## src/rtl/spi_ram_pkg.sv

```systemverilog
// Shared definitions for the SPI slave and its RAM stage: command encodings and data width.
package spi_ram_pkg;

  localparam int DATA_W = 8;

  typedef enum logic [1:0] {
    CMD_WR_ADDR = 2'b00,
    CMD_WR_DATA = 2'b01,
    CMD_RD_ADDR = 2'b10,
    CMD_RD_DATA = 2'b11
  } cmd_t;

endpackage

```

## src/rtl/spi_ram_mem.sv

```systemverilog
// Single-port byte array: synchronous write, combinational read.
// Addresses outside MEM_DEPTH drop writes and read back zero.
module spi_ram_mem
  import spi_ram_pkg::*;
#(
  parameter int MEM_DEPTH = 256,
  parameter int ADDR_SIZE = 8
) (
  input  logic                 clk,
  input  logic                 we,
  input  logic [ADDR_SIZE-1:0] addr,
  input  logic [DATA_W-1:0]    wdata,
  output logic [DATA_W-1:0]    rdata
);

  localparam int IDX_W = (MEM_DEPTH > 1) ? $clog2(MEM_DEPTH) : 1;

  logic [DATA_W-1:0] mem_q [2**IDX_W];
  logic [IDX_W-1:0]  idx;
  logic              in_range;

  // Range check and zero-on-out-of-range read path
  always_comb begin
    idx      = IDX_W'(addr);
    in_range = (32'(addr) < 32'(MEM_DEPTH));
    if (in_range) begin
      rdata = mem_q[idx];
    end else begin
      rdata = {DATA_W{1'b0}};
    end
  end

  // Array write; contents deliberately survive reset
  always_ff @(posedge clk) begin
    if (we && in_range) begin
      mem_q[idx] <= wdata;
    end
  end

endmodule

```

## src/rtl/spi_ram.sv

```systemverilog
// RAM stage behind the SPI slave: decodes 2-bit commands, keeps the write/read
// address registers and returns read bytes with a one-cycle tx_valid strobe.
module spi_ram
  import spi_ram_pkg::*;
#(
  parameter int MEM_DEPTH = 256,
  parameter int ADDR_SIZE = 8,
  parameter bit AUTO_INC  = 1'b0
) (
  input  logic              clk,
  input  logic              rst,
  input  logic [9:0]        din,
  input  logic              rx_valid,
  output logic [DATA_W-1:0] dout,
  output logic              tx_valid
);

  cmd_t                 cmd;
  logic [ADDR_SIZE-1:0] wr_addr_q, wr_addr_d;
  logic [ADDR_SIZE-1:0] rd_addr_q, rd_addr_d;
  logic [DATA_W-1:0]    dout_q, dout_d;
  logic                 tx_valid_q, tx_valid_d;
  logic                 mem_we;
  logic [ADDR_SIZE-1:0] mem_addr;
  logic [DATA_W-1:0]    mem_rdata;

  function automatic logic [ADDR_SIZE-1:0] next_addr(input logic [ADDR_SIZE-1:0] a);
    if (32'(a) == 32'(MEM_DEPTH - 1)) begin
      return {ADDR_SIZE{1'b0}};
    end else begin
      return a + ADDR_SIZE'(1);
    end
  endfunction

  assign cmd = cmd_t'(din[9:8]);

  // Command decode; the array port is steered to wr_addr only for data writes
  always_comb begin
    wr_addr_d  = wr_addr_q;
    rd_addr_d  = rd_addr_q;
    dout_d     = dout_q;
    tx_valid_d = 1'b0;
    mem_we     = 1'b0;
    mem_addr   = rd_addr_q;
    if (rx_valid && !rst) begin
      case (cmd)
        CMD_WR_ADDR: wr_addr_d = din[ADDR_SIZE-1:0];
        CMD_WR_DATA: begin
          mem_addr = wr_addr_q;
          mem_we   = 1'b1;
          if (AUTO_INC) begin
            wr_addr_d = next_addr(wr_addr_q);
          end else begin
            wr_addr_d = wr_addr_q;
          end
        end
        CMD_RD_ADDR: rd_addr_d = din[ADDR_SIZE-1:0];
        CMD_RD_DATA: begin
          dout_d     = mem_rdata;
          tx_valid_d = 1'b1;
          if (AUTO_INC) begin
            rd_addr_d = next_addr(rd_addr_q);
          end else begin
            rd_addr_d = rd_addr_q;
          end
        end
        default: tx_valid_d = 1'b0;
      endcase
    end else begin
      tx_valid_d = 1'b0;
    end
  end

  // Address, read-data and strobe registers
  always_ff @(posedge clk or posedge rst) begin
    if (rst) begin
      wr_addr_q  <= {ADDR_SIZE{1'b0}};
      rd_addr_q  <= {ADDR_SIZE{1'b0}};
      dout_q     <= {DATA_W{1'b0}};
      tx_valid_q <= 1'b0;
    end else begin
      wr_addr_q  <= wr_addr_d;
      rd_addr_q  <= rd_addr_d;
      dout_q     <= dout_d;
      tx_valid_q <= tx_valid_d;
    end
  end

  spi_ram_mem #(
    .MEM_DEPTH(MEM_DEPTH),
    .ADDR_SIZE(ADDR_SIZE)
  ) u_mem (
    .clk  (clk),
    .we   (mem_we),
    .addr (mem_addr),
    .wdata(din[7:0]),
    .rdata(mem_rdata)
  );

  assign dout     = dout_q;
  assign tx_valid = tx_valid_q;

endmodule
```

## config.mk

```make
export PLATFORM = sky130hd
export DESIGN_NAME = spi_ram
export DESIGN_NICKNAME = d
export VERILOG_FILES = /design/src/rtl/spi_ram_pkg.sv /design/src/rtl/spi_ram_mem.sv /design/src/rtl/spi_ram.sv
export SDC_FILE = /design/constraint.sdc
export NUM_CORES = 2
export LEC_CHECK = 0
export CORE_ASPECT_RATIO = 2
export CORE_MARGIN = 5
export CORE_UTILIZATION = 47
export DETAILED_ROUTE_END_ITERATION = 12
export MAX_ROUTING_LAYER = met4
export SKIP_CTS_REPAIR_TIMING = 1
export SYNTH_ARGS = -nofsm -noshare
export SYNTH_HDL_FRONTEND = slang
export SYNTH_HIERARCHICAL = 1
export SYNTH_SLANG_ARGS = --single-unit
```

## constraint.sdc

```tcl
create_clock -name clk -period 3.7 [get_ports clk]
set_input_delay 0.555 -clock clk [delete_from_list [all_inputs] [get_ports clk]]
set_output_delay 0.555 -clock clk [all_outputs]
set_load 0.05 [all_outputs]
```

==> metrics.txt <==
VDD IR max=0.389 mV; FF-to-FF End=dout[6]; core area=0.168 mm²; CTS max path bufs=4; Remaining Overflow, GRT=0; violated checks=negative setup slack; mapped cell area=around 0.079 mm²; crit share post-route=1.01; input/output buffers=21; Antenna Nets Post-Route=0; TritonCTS buffer count=174; Final HPWL DP=143000 µm; share of cells above drive strength 1=0.360; worst hold path type=in -> reg; Final Util=0.561; Slew @ Worst Pin=around 1.1 ns; vias in the first global route=around 42k; #FFs+latches synth=just over 2k; CTS sink count=2073; Reg2Reg Setup Slack=around 0.15 ns; MaxCap Viol Count=0; post-synthesis sequential area ratio=0.782; Worst Path Max Fanout=13; setup violators final=1; drt first pass iters=6; worst reg2reg path depth=10; critical path arrival=around 4.4 ns; initial antenna violation count=2; wire per inst=around 32 µm; Worst Hold Endpoint=u_mem/mem_q[26][1]; hold wc startpoint=din[1]; static leakage power=30.3 nW; placed cells=between 6k and 7k; crit path launch=rst; Netlist cell types=26; largest net degree at the start of global routing=138; Synthesized Nets=about 3.6k; critical path's slowest cell=o41ai_4; fin crit period=3.75 ns; clk slew on worst S/H paths=approximately 0.07 ns; critical path class=in -> reg; pwr dens=just under 600 mW/mm²; Vias/cell=between 5 and 6; Fin Hold WS=0.178 ns; max_slew headroom=0.292; GRT Overall Usage=0.245; root buf cell=clkbuf_16; RePlAce Congestion=0.859; Slew Limit Fails=0; cell breakdown of the critical path=clkdlybuf4s50_1 -> and4bb_2 -> mux2_8 -> buf_12 -> buf_4 -> mux4_2 -> a22oi_1 -> a21oi_1 -> o41ai_4 -> buf_4 -> nand4_1 -> mux2_2; TritonCTS clock tree=built; final setup margin=-0.0487 ns; reg2reg start=wr_addr_q[0]; Area growth syn-to-layout=18.9%; DRC=0; FFs w/ async S/R, synth=0.0121; RSZ-0062 raised after global routing=yes; Crit path buffers/inverters=4; cell count after synthesis=3604; Final Hold Fails=0; largest stage delay on the critical path=roughly 0.56 ns; Chip Width=around 300 µm; cell mode on critical path=buf_4; Crit. End Element=register; FP Rows=213; Fin Setup TNS=-0.0487 ns; Power Total=54.5 mW; crit start category=input pin; Max Freq=~270 MHz; Post-synth EDFFs=approximately 2.0k; via count=~40k; total number of yosys warnings=6; drt initial violations=~3.4k; Initial Utilization=0.472; first-pass GRT wire length=303000 µm; CP required=around 4.4 ns; syn_area_per_cell=22.0 µm²; Die Y=between 500 and 600 µm; status=finished with violations; fin nets=approximately 4.4k; H-tree depth=4; Worst-Skew Late Latency=roughly 0.8 ns; CP delay by family, top=multiplexers; Layout Cells excl Fill=6726; die area=approximately 0.18 mm²; # IOs=22; final worst clock skew=between 0.03 and 0.04 ns; Routed WL=212000 µm; hold depth=1; dominant synthesized flop cell=edfxtp_1
==> kinds of logic (layout without fill, tap and decap cells) <==
logic type | after synthesis | count (layout) | share of synthesized area
flops | 2073 | 2073 | 0.782
other cells | 0 | 2 | 0
simple gates | 334 | 334 | 0.0179
buf+inv | 237 | 1099 | 0.0141
mux | 544 | 545 | 0.150
compound gates | 416 | 416 | 0.0358
==> worst reg2reg max path, delay by kind of cell, from the launching register on <==
kind / cells / cell delay [ns]
AOI/OAI and AO/OA: 3 / 1.18
buffers and inverters: 3 / 0.62
DFF: 1 / 0.40
muxes: 3 / 1.12
and+or+nand+nor: 1 / 0.11
==> cells in the final DEF, fill, tap and decap left out, types with 27 or more instances in the layout <==
master	count
nand2_1	28
clkinv_2	31
buf_4	656
mux4_2	512
nor3_1	30
a21oi_1	126
a22oi_1	248
buf_12	107
clkbuf_1	27
clkinv_1	32
clkbuf_16	181
nor2_1	231
mux2_2	30
edfxtp_1	2048
==> where the power goes <==
group | leakage, nW | switching (mW) | internal (mW) | total, mW
Combinational | 8.89 | 5.62 | 4.79 | 10.4
Sequential | 18.7 | 0.127 | 25.9 | 26.0
Clock | 2.67 | 8.13 | 9.96 | 18.1
Total | 30.3 | 13.9 | 40.6 | 54.5
==> routing by layer <==
layer / vias to the layer above / GRT usage / wire [µm]
li1: 16700 / - / -
met5: - / - / 0
met4: 0 / 0.106 / 11600
met3: 428 / 0.0266 / 9190
met2: 1294 / 0.456 / 121000
met1: 21500 / 0.263 / 70800
==> metrics by stage <==
stage | setup slack, ns | area, µm²
global route | -0.126 | 94400
CTS | -0.735 | 94000
detailed placement | -1.57 | 88500
floorplan | 0.181 | 79400
global placement | -1.63 | 88500
finish | -0.0487 | 94400
==> cells in the mapped netlist, types with 19 or more instances <==
library cell / n / share of area
edfxtp_1: 2048 / 0.77
mux4_2: 512 / 0.15
a22oi_1: 256 / 0.024
nor2_1: 232 / 0.011
clkbuf_1: 145 / 0.0069
a21oi_1: 128 / 0.0081
buf_2: 38 / 0.0024
mux2_2: 32 / 0.0045
o41ai_1: 32 / 0.0035
nor3_1: 30 / 0.0019
nand2_1: 28 / 0.0013
dfrtp_1: 25 / 0.0079
buf_1: 19 / 0.00090
==> registers in the layout (all words and copies together), names as in the netlist <==
signal       flops
dout             8
tx_valid         1
rd_addr_q        8
wr_addr_q        8
u_mem/mem_q   2048
==> layout make-up <==
type,instances,area [µm²]
well taps,2257,2820
flip-flops and latches,2073,62100
multi-input cells,1295,16500
inverters,3,11.3
clock buffers,210,4640
clock inverters,91,828
repair buffers,795,7510
diodes,2,5.00
fillers,12500,73800
==> worst max path at each step <==
stage / to / slack [ns] / cells past startpoint
6_report: dout[6] / -0.05 / 12
5_1_grt: dout[6] / -0.13 / 12
4_1_cts: dout[6] / -0.74 / 13
3_5_place_dp: dout[6] / -1.57 / 13
3_3_place_gp: dout[6] / -1.63 / 13
2_1_floorplan: u_mem/mem_q[112][0] / 0.18 / 10
(Power assumes the default switching activity.)
